===== src/rtl/simon_pkg.sv =====
// Shared state encoding and LED mode constants for the Simon sequence controller.
package simon_pkg;

    typedef enum logic [2:0] {
        S_INPUT,
        S_PLAY_ON,
        S_PLAY_GAP,
        S_REPEAT,
        S_FAIL,
        S_WIN
    } state_t;

    localparam logic [2:0] LED_MODE_INPUT  = 3'b001;
    localparam logic [2:0] LED_MODE_PLAY   = 3'b010;
    localparam logic [2:0] LED_MODE_REPEAT = 3'b100;
    localparam logic [2:0] LED_MODE_FAIL   = 3'b111;
    localparam logic [2:0] LED_MODE_WIN    = 3'b011;

    function automatic int max3(input int a, input int b, input int c);
        int m;
        m = (a > b) ? a : b;
        return (m > c) ? m : c;
    endfunction

endpackage


===== src/rtl/simon_tick_timer.sv =====
// Loadable saturating down-counter; expired is high while the count is zero.
module simon_tick_timer #(
    parameter int W = 4
) (
    input  logic         clk,
    input  logic         rst,
    input  logic         load,
    input  logic [W-1:0] load_val,
    input  logic         en,
    output logic         expired
);

    logic [W-1:0] value;

    always_ff @(posedge clk) begin
        if (rst) begin
            value <= '0;
        end else if (load) begin
            value <= load_val;
        end else if (en && value != '0) begin
            value <= value - W'(1);
        end
    end

    assign expired = (value == '0);

endmodule


===== src/rtl/simon_seq_ctrl.sv =====
// Simon game controller: owns round/index counters, playback timing,
// response timeout and retry bookkeeping around an external pattern memory.
module simon_seq_ctrl
    import simon_pkg::*;
#(
    parameter int PAT_W         = 4,
    parameter int DEPTH         = 16,
    parameter int STEP_TICKS    = 8,
    parameter int GAP_TICKS     = 2,
    parameter int TIMEOUT_TICKS = 64,
    parameter int MAX_RETRIES   = 2,
    parameter int ADDR_W        = $clog2(DEPTH),
    parameter int CNT_W         = $clog2(DEPTH + 1)
) (
    input  logic              clk,
    input  logic              rst,
    input  logic [PAT_W-1:0]  pattern,
    input  logic              pattern_stb,
    input  logic              retry_mode,
    input  logic [PAT_W-1:0]  mem_rdata,
    output logic [ADDR_W-1:0] mem_addr,
    output logic [PAT_W-1:0]  mem_wdata,
    output logic              w_en,
    output logic              disp_en,
    output logic [PAT_W-1:0]  disp_pattern,
    output logic [CNT_W-1:0]  count,
    output logic [2:0]        mode_leds,
    output logic              game_over
);

    localparam int TMAX = max3(STEP_TICKS, GAP_TICKS, TIMEOUT_TICKS);
    localparam int TW   = $clog2(TMAX + 1);
    localparam int RW   = (MAX_RETRIES > 0) ? $clog2(MAX_RETRIES + 1) : 1;

    localparam logic [TW-1:0] STEP_LD = TW'(STEP_TICKS - 1);
    localparam logic [TW-1:0] GAP_LD  = TW'(GAP_TICKS - 1);
    localparam logic [TW-1:0] TO_LD   =
        (TIMEOUT_TICKS > 0) ? TW'(TIMEOUT_TICKS - 1) : '0;
    localparam logic [RW-1:0] RETRY_INIT = RW'(MAX_RETRIES);

    state_t            state_q, state_d;
    logic [CNT_W-1:0]  count_q, count_d;
    logic [ADDR_W-1:0] index_q, index_d;
    logic [RW-1:0]     retries_q, retries_d;
    logic              fail_on_q, fail_on_d;

    logic              t_load, t_en, t_expired;
    logic [TW-1:0]     t_val;

    logic              legal;
    logic              more;
    logic              miss;

    assign legal = pattern_stb && (pattern != '0)
                 && ((pattern & (pattern - PAT_W'(1))) == '0);
    assign more  = (CNT_W'(index_q) + CNT_W'(1)) < count_q;

    simon_tick_timer #(.W(TW)) u_timer (
        .clk      (clk),
        .rst      (rst),
        .load     (t_load),
        .load_val (t_val),
        .en       (t_en),
        .expired  (t_expired)
    );

    always_ff @(posedge clk) begin
        if (rst) begin
            state_q   <= S_INPUT;
            count_q   <= '0;
            index_q   <= '0;
            retries_q <= RETRY_INIT;
            fail_on_q <= 1'b0;
        end else begin
            state_q   <= state_d;
            count_q   <= count_d;
            index_q   <= index_d;
            retries_q <= retries_d;
            fail_on_q <= fail_on_d;
        end
    end

    always_comb begin
        state_d   = state_q;
        count_d   = count_q;
        index_d   = index_q;
        retries_d = retries_q;
        fail_on_d = fail_on_q;
        t_load    = 1'b0;
        t_val     = STEP_LD;
        t_en      = 1'b0;
        miss      = 1'b0;
        unique case (state_q)
            S_INPUT: begin
                if (legal) begin
                    count_d = count_q + CNT_W'(1);
                    index_d = '0;
                    t_load  = 1'b1;
                    t_val   = STEP_LD;
                    state_d = S_PLAY_ON;
                end
            end
            S_PLAY_ON: begin
                t_en = 1'b1;
                if (t_expired) begin
                    t_load  = 1'b1;
                    t_val   = GAP_LD;
                    state_d = S_PLAY_GAP;
                end
            end
            S_PLAY_GAP: begin
                t_en = 1'b1;
                if (t_expired) begin
                    t_load = 1'b1;
                    if (more) begin
                        index_d = index_q + ADDR_W'(1);
                        t_val   = STEP_LD;
                        state_d = S_PLAY_ON;
                    end else begin
                        index_d = '0;
                        t_val   = TO_LD;
                        state_d = S_REPEAT;
                    end
                end
            end
            S_REPEAT: begin
                t_en = 1'b1;
                // A strobe in the expiry cycle wins over the timeout.
                if (legal) begin
                    if (pattern == mem_rdata) begin
                        if (more) begin
                            index_d = index_q + ADDR_W'(1);
                            t_load  = 1'b1;
                            t_val   = TO_LD;
                        end else begin
                            index_d   = '0;
                            retries_d = RETRY_INIT;
                            state_d   = (count_q == CNT_W'(DEPTH))
                                      ? S_WIN : S_INPUT;
                        end
                    end else begin
                        miss = 1'b1;
                    end
                end else if (TIMEOUT_TICKS != 0 && t_expired) begin
                    miss = 1'b1;
                end
                if (miss) begin
                    index_d = '0;
                    t_load  = 1'b1;
                    t_val   = STEP_LD;
                    if (retry_mode && retries_q != '0) begin
                        retries_d = retries_q - RW'(1);
                        state_d   = S_PLAY_ON;
                    end else begin
                        fail_on_d = 1'b1;
                        state_d   = S_FAIL;
                    end
                end
            end
            S_FAIL: begin
                t_en = 1'b1;
                // fail_on tracks the on/gap phase of the endless replay.
                if (t_expired) begin
                    t_load = 1'b1;
                    if (fail_on_q) begin
                        t_val     = GAP_LD;
                        fail_on_d = 1'b0;
                    end else begin
                        index_d   = more ? index_q + ADDR_W'(1) : '0;
                        t_val     = STEP_LD;
                        fail_on_d = 1'b1;
                    end
                end
            end
            S_WIN: begin
            end
            default: begin
                state_d = S_INPUT;
            end
        endcase
    end

    always_comb begin
        mem_addr  = index_q;
        w_en      = 1'b0;
        disp_en   = 1'b0;
        mode_leds = LED_MODE_INPUT;
        game_over = 1'b0;
        unique case (state_q)
            S_INPUT: begin
                mem_addr = ADDR_W'(count_q);
                w_en     = legal && !rst;
            end
            S_PLAY_ON: begin
                disp_en   = 1'b1;
                mode_leds = LED_MODE_PLAY;
            end
            S_PLAY_GAP: begin
                mode_leds = LED_MODE_PLAY;
            end
            S_REPEAT: begin
                mode_leds = LED_MODE_REPEAT;
            end
            S_FAIL: begin
                disp_en   = fail_on_q;
                mode_leds = LED_MODE_FAIL;
                game_over = 1'b1;
            end
            S_WIN: begin
                mode_leds = LED_MODE_WIN;
                game_over = 1'b1;
            end
            default: begin
                mode_leds = LED_MODE_INPUT;
            end
        endcase
    end

    assign mem_wdata    = pattern;
    assign disp_pattern = mem_rdata;
    assign count        = count_q;

endmodule


===== config.mk =====
export PLATFORM = sky130hd
export DESIGN_NAME = simon_seq_ctrl
export DESIGN_NICKNAME = d
export VERILOG_FILES = /design/src/rtl/simon_pkg.sv /design/src/rtl/simon_tick_timer.sv /design/src/rtl/simon_seq_ctrl.sv
export SDC_FILE = /design/constraint.sdc
export NUM_CORES = 1
export LEC_CHECK = 0
export CORE_UTILIZATION = 40
export DETAILED_ROUTE_END_ITERATION = 10
export PLACE_DENSITY_LB_ADDON = 0.08
export SYNTH_ARGS = -nofsm -noshare
export SYNTH_HDL_FRONTEND = slang
export SYNTH_HIERARCHICAL = 1
export SYNTH_SLANG_ARGS = --single-unit

===== constraint.sdc =====
create_clock -name clk -period 3.6 [get_ports clk]
set_clock_uncertainty 0.1 [all_clocks]
set_input_delay 0.72 -clock clk [delete_from_list [all_inputs] [get_ports clk]]
set_output_delay 0.72 -clock clk [all_outputs]
set_load 0.1 [all_outputs]

==> results of run 1 <==
## worst min-delay path: cells and delay by family, from the launching register on
family / cells / cell delay, ps
DFF: 1 / 340
AOI/OAI and AO/OA: 1 / 60
and+or+nand+nor: 1 / 70
## sequential cells by signal, summed over array words and instances (netlist names)
register and cells:
count 5, fail_on_q 1, index_q 4, retries_q 2, state_q 3, u_timer/value 7
## metal layers
layer  vias to the layer above  track usage (%)
met1                       744             26.4
met4                         0             7.65
met3                         8             3.95
li1                        859                -
met5                         -                0
met2                        36             32.4
## placed cells by master, fill, tap and decap left out, types with 3 or more instances in the layout
cell type        instances
clkdlybuf4s50_1         14
a21oi_1                  8
nand4_1                  6
clkbuf_8                 3
nand2_1                 22
ha_1                     9
dfxtp_1                 22
xnor2_1                  7
o211ai_1                 3
nand3_1                  5
buf_4                   25
mux2_2                   3
o31ai_1                  3
nor3_1                   5
o21ai_0                  7
nand2b_1                 3
o21a_1                   4
xor2_1                   6
nor4_1                   3
mux2i_1                  4
a211oi_1                 3
nor2_1                  25
inv_1                   19
## cells by family (layout without fill, tap and decap cells)
family | Yosys count | count (layout) | share of synthesized area (%)
buffers and inverters | 36 | 63 | 9.96
DFF | 22 | 22 | 24.7
adders and majority gates | 9 | 9 | 6.32
other | 2 | 2 | 0.421
xor gates and xnor gates | 13 | 13 | 6.39
and+or+nand+nor | 89 | 89 | 26.7
AOI/OAI and AO/OA | 50 | 50 | 21.4
muxes | 7 | 7 | 4.14
## per-stage QoR
| stage | hold WS (ps) | cells | util, % |
|---|---|---|---|
| floorplan | 357 | 228 | - |
| global placement | 387 | 301 | 50.4 |
| detailed placement | 384 | 301 | 50.4 |
| CTS | 401 | 305 | 52.1 |
| global route | 420 | 305 | 52.1 |
| finish | 407 | 305 | 52.1 |
## path summary, 6_finish.rpt
| check | from | to | slack [ps] | depth (start not counted) |
|---|---|---|---|---|
| setup / recovery | pattern[0] | w_en | 280 | 6 |
| setup reg to reg | index_q[0]$_SDFFE_PP0P_ | u_timer/value[4]$_SDFFE_PP0P_ | 580 | 12 |
| hold reg to reg | u_timer/value[6]$_SDFFE_PP0P_ | u_timer/value[6]$_SDFFE_PP0P_ | 410 | 2 |
| hold / removal | u_timer/value[6]$_SDFFE_PP0P_ | u_timer/value[6]$_SDFFE_PP0P_ | 410 | 2 |
## synthesized netlist by cell type (all sizes together) (3+ instances only)
cell and count:
nor2 26, dfxtp 22, nand2 22, inv 19
buf 14, a21oi 9, ha 9, o21ai 7
xnor2 7, nand3 6, nand4 6, xor2 6
nor3 5, o21a 5, mux2i 4, a211oi 3
a311oi 3, and3 3, clkbuf 3, mux2 3
nand2b 3, nor4 3, o211ai 3, o31ai 3
## area by class of cell
cell class                 instances  area (sq um)  share of cell area, %
clock buffer                       3          41.3                   1.91
clock inverter                     1          30.0                   1.39
inverter                          19          71.3                   3.30
multi-input combinational        170          1170                   54.0
sequential                        22           440                   20.4
tap                               50          62.6                   2.90
timing repair buffer              40           348                   16.1
## power groups by stage
stage,logic (mW),registers [mW],clock network (mW)
3_3_place_gp,0.809,0.348,0
5_1_grt,0.885,0.350,0.258
3_5_place_dp,0.809,0.348,0
6_report,0.817,0.343,0.243
2_1_floorplan,0.680,0.338,0
4_1_cts,0.813,0.342,0.247
==> results.py, run 1 <==
metrics = {
    "worst_setup_path": {
        "crit_family": "simple AND/OR/NAND/NOR gates",
        "criticalPathCategory": "input pin to output port",
        "cp.arrival_ps": 2500,
        "cp_max_fo": 6,
        "endpoint_kind": "output port",
        "slowest_delay_ps": 560,
        "crit_buf_inv": 2,
        "worstPathRequired_ps": 2780,
        "crit_path_cell_trace": "clkdlybuf4s50_1, or4b_1, o311ai_2, nand3_1, nor2_2, buf_12",
        "cpMaxStageDelayCell": "or4b_1",
        "cp-start-kind": "input pin",
    },
    "timing": {
        "fin_crit_ps": 3320,
        "fmax_mhz": 301,
        "finalMaxSlewViolations": 0,
        "slew_headroom_pct": 35.7,
        "max_slew.worst_pin.slew_ps": 961,
        "fin_tns_setup_ps": 0,
        "fin_crit_sh_pct": 92.3,
        "rsz0062_at_grt": "false",
        "setup_violations": 0,
        "setup_ws_ps": 279,
        "finalHoldViolCount": 0,
    },
    "cells_and_area": {
        "fin_area_sq_um": 2160,
        "drive_gt1_share_pct": 18.0,
        "fillers": 426,
        "fin_nets": 277,
        "diodes": 0,
        "synthToLayoutAreaGrowth_pct": 21.2,
    },
    "logic_synthesis": {
        "ys_ff_latch": 22,
        "syn_inst": 228,
        "yosysTopAreaCell": "dfxtp_1",
        "yosysSeqAreaShare_pct": 24.7,
        "yosysTopAreaCellShare_pct": 24.7,
        "synth_edf_count": 0,
        "synth_ff_type": "dfxtp_1",
        "syn-num-nets": 249,
        "ys_top_cells_by_area": "dfxtp_1 25%, ha_1 6.3%, nor2_1 5.5%",
        "synth_area_sq_um": 1780,
        "yosysWarnings": 6,
        "avgSynthCellArea_sq_um": 7.82,
        "ys_types": 60,
        "ys_async_sr_fraction_pct": 0,
    },
    "global_routing": {
        "antenna_found_initial": 0,
        "grt_max_degree": 16,
        "grt.total_usage_pct": 20.1,
        "grt-ovfl-total": 0,
        "grt_pass1_wl_mm": 7.07,
        "grt_pass1_vias": 1482,
    },
    "clock_network": {
        "cts_made_buffers": 3,
        "cts_resized": 0,
        "cts_hold_buffers": 0,
        "cts_buffer_depth": 2,
        "cts.sinks": 22,
        "post_cts_buffers": 0,
        "htreeDepth": 1,
        "cts_root_buf": "clkbuf_8",
        "clk_pin_slew_worst_paths_ps": 90,
        "cts_tree": "done",
        "clkLatencyLatePin_ps": 280,
    },
    "placement": {
        "place_ws_ps": 180,
        "globalplace.congestion": 0.776,
        "hpwl_mm": 3.19,
        "placedInstanceArea_sq_um": 2090,
        "port_buffers": 34,
    },
    "drt": {
        "dr_wl_met2_mm": 1.92,
        "viasPerCell": 5.40,
        "first_pass_iters": 4,
        "drc_errors": 0,
        "antenna_left": 0,
        "vias": 1647,
        "met1_length_mm": 2.00,
        "wl_per_cell_microns": 13.8,
        "wl_met3_microns": 205,
        "maxUsedRoutingLayer": "met4",
        "routed_wl_mm": 4.21,
        "drt_iter0_markers": 95,
    },
    "floorplanning": {
        "ioPinCount": 35,
        "rows": 23,
        "die_area_sq_um": 4730,
        "core_sq_um": 4140,
        "start_util_pct": 43.0,
        "fp.dieW_microns": 68.8,
        "die_y_microns": 68.8,
    },
    "outcome": {
        "outcome": "completed",
    },
    "power_and_ir_drop": {
        "powerDensity_nw_per_um2": 649,
        "vdd_drop_max_v": 0.000399,
        "p_seq_share_pct": 24.4,
        "power_switching_share_pct": 48.8,
        "clockPowerShare_pct": 17.3,
        "leakage_nw": 0.889,
        "p_comb_share_pct": 58.2,
        "power_mw": 1.40,
        "p_switching_mw": 0.684,
        "p_int_mw": 0.718,
    },
    "min_path": {
        "hold_path_class": "flop to flop",
    },
    "flow_run": {
        "maxCapViolations": 0,
    },
}
(Power assumes the default switching activity.)
==> inputs of run 2 (changes only) <==
--- a/config.mk
+++ b/config.mk
@@ -5,6 +5,7 @@
 export SDC_FILE = /design/constraint.sdc
 export NUM_CORES = 1
 export LEC_CHECK = 0
+export CAP_MARGIN = 20
 export CORE_UTILIZATION = 40
 export DETAILED_ROUTE_END_ITERATION = 10
 export PLACE_DENSITY_LB_ADDON = 0.08
==> results of run 2 <==
Final layout, timing and power as in run 1 (identical DEF).
==> inputs of run 3 (changes only) <==
==> constraint.sdc (replaced) <==
create_clock -name clk -period 3.6 [get_ports clk]
set_clock_uncertainty 0.1 [all_clocks]
set_input_delay 0.72 -clock clk [delete_from_list [all_inputs] [get_ports clk]]
set_output_delay 0.72 -clock clk [all_outputs]
set_load 0.02 [all_outputs]
==> results.py, run 3 (same netlist as run 1, synthesis figures left out) <==
metrics = {
    "global_routing": {
        "grt.total_usage_pct": 19.6,
        "grt_pass1_wl_mm": 6.96,
        "antenna_found_initial": 0,
        "grt_pass1_vias": 1517,
        "grt-ovfl-total": 0,
        "grt_max_degree": 21,
    },
    "min_path": {
        "whs_path_depth": 2,
        "hold_path_class": "flop to flop",
        "min-delay-start": "index_q[1]$_SDFFE_PP0P_",
        "hold_end": "index_q[1]$_SDFFE_PP0P_",
    },
    "cells_and_area": {
        "synthToLayoutAreaGrowth_pct": 24.4,
        "largest_reg_flops": 7,
        "layout_common_cells": "34 x clkdlybuf4s50_1, 26 x nor2_1, 22 x nand2_1, 22 x dfxtp_1, 19 x inv_1",
        "final_common_cell": "clkdlybuf4s50_1",
        "finalNonFillerCells": 310,
        "fin_nets": 282,
        "drive_gt1_share_pct": 11.5,
        "diodes": 0,
        "fin_area_sq_um": 2220,
        "largest_register": "u_timer/value",
    },
    "placement": {
        "port_buffers": 34,
        "placedInstanceArea_sq_um": 2160,
        "globalplace.congestion": 0.811,
        "hpwl_mm": 3.05,
        "post-place-cells": 306,
    },
    "drt": {
        "met1_length_mm": 2.20,
        "maxUsedRoutingLayer": "met4",
        "viasPerCell": 5.37,
        "drc_errors": 0,
        "wl_per_cell_microns": 13.2,
        "dr_wl_met2_mm": 1.70,
        "first_pass_iters": 4,
        "drt_iter0_markers": 82,
        "vias": 1666,
        "antenna_left": 0,
        "routed_wl_mm": 4.11,
        "wl_met3_microns": 177,
    },
    "clock_network": {
        "clkLatencyLatePin_ps": 270,
        "cts_tree": "done",
        "cts_root_buf": "clkbuf_8",
        "cts_resized": 0,
        "cts_made_buffers": 3,
        "cts_buffer_depth": 2,
        "cts.sinks": 22,
        "cts_hold_buffers": 0,
        "clk_pin_slew_worst_paths_ps": 90,
        "post_cts_buffers": 0,
        "htreeDepth": 1,
    },
    "floorplanning": {
        "core_sq_um": 4140,
        "die_y_microns": 68.8,
        "fp.dieW_microns": 68.8,
        "ioPinCount": 35,
        "start_util_pct": 43.0,
        "rows": 23,
        "die_area_sq_um": 4730,
    },
    "timing": {
        "fin_crit_sh_pct": 97.0,
        "setup_violations": 0,
        "fin_crit_ps": 3490,
        "finalMaxSlewViolations": 0,
        "fmax_mhz": 286,
        "finalHoldViolCount": 0,
        "fin_tns_setup_ps": 0,
        "rsz0062_at_grt": "false",
    },
    "worst_setup_path": {
        "cp-start-kind": "input pin",
        "cp.arrival_ps": 2670,
        "rr_worst_depth": 12,
        "criticalPathCategory": "input pin to output port",
        "rrSetupSlack_ps": 590,
        "cp_max_fo": 4,
        "r2r_start": "index_q[0]$_SDFFE_PP0P_",
        "endpoint_kind": "output port",
        "r2r_end": "u_timer/value[4]$_SDFFE_PP0P_",
        "worstPathRequired_ps": 2780,
    },
    "outcome": {
        "outcome": "completed",
    },
    "power_and_ir_drop": {
        "leakage_nw": 0.875,
        "vdd_drop_max_v": 0.000235,
        "powerDensity_nw_per_um2": 538,
    },
    "flow_run": {
        "maxCapViolations": 0,
    },
}
run 3: final cells by class:
| class | count | area (sq um) |
|---|---|---|
| timing repair buffer | 45 | 423 |
| multi-input combinational | 170 | 1160 |
| inverter | 19 | 71.3 |
| sequential | 22 | 440 |
| fill | 418 | 1930 |
| tap | 50 | 62.6 |
| clock buffer | 4 | 55.1 |
run 3: routing by layer:
metal | up-vias | global-route usage, %
met4 | 0 | 4.85
met5 | - | 0
met3 | 4 | 3.78
li1 | 867 | -
met1 | 750 | 27.2
met2 | 45 | 31.0
run 3: worst max-delay path by stage:
stage                    start                             to  slack [ps]  depth (start not counted)
CTS                 pattern[0]                           w_en          80                          6
global route        pattern[0]                           w_en           5                          6
detailed placement  pattern[0]                           w_en          80                          6
finish              pattern[0]                           w_en         110                          6
global placement    pattern[0]                           w_en         110                          6
floorplan           pattern[0]  u_timer/value[4]$_SDFFE_PP0P_         800                          9
run 3: per-stage QoR:
step                      hold WS, ps  total power, mW  utilization (%)  setup WS, ps
after floorplan                   357            0.859                -           799
after global placement            386             1.01             52.2           111
after detailed placement          390             1.00             52.2          80.3
after CTS                         404             1.20             53.5          83.9
after global routing              437             1.28             53.5          4.54
final                             410             1.19             53.5           108
run 3: worst max-delay path, stage by stage:
cell             delay, ps
clkdlybuf4s50_1        440
or4b_1                 550
o311ai_2               110
nand3_1                130
nor2_1                 100
clkdlybuf4s50_1        610
run 3: power by group:
group / total [mW] / internal [mW] / switching, mW / leakage, nW
combinational: 0.661 / 0.298 / 0.362 / 0.668
clock: 0.189 / 0.0978 / 0.0912 / 0.0288
sequential: 0.343 / 0.283 / 0.0595 / 0.178
total: 1.19 / 0.679 / 0.513 / 0.875
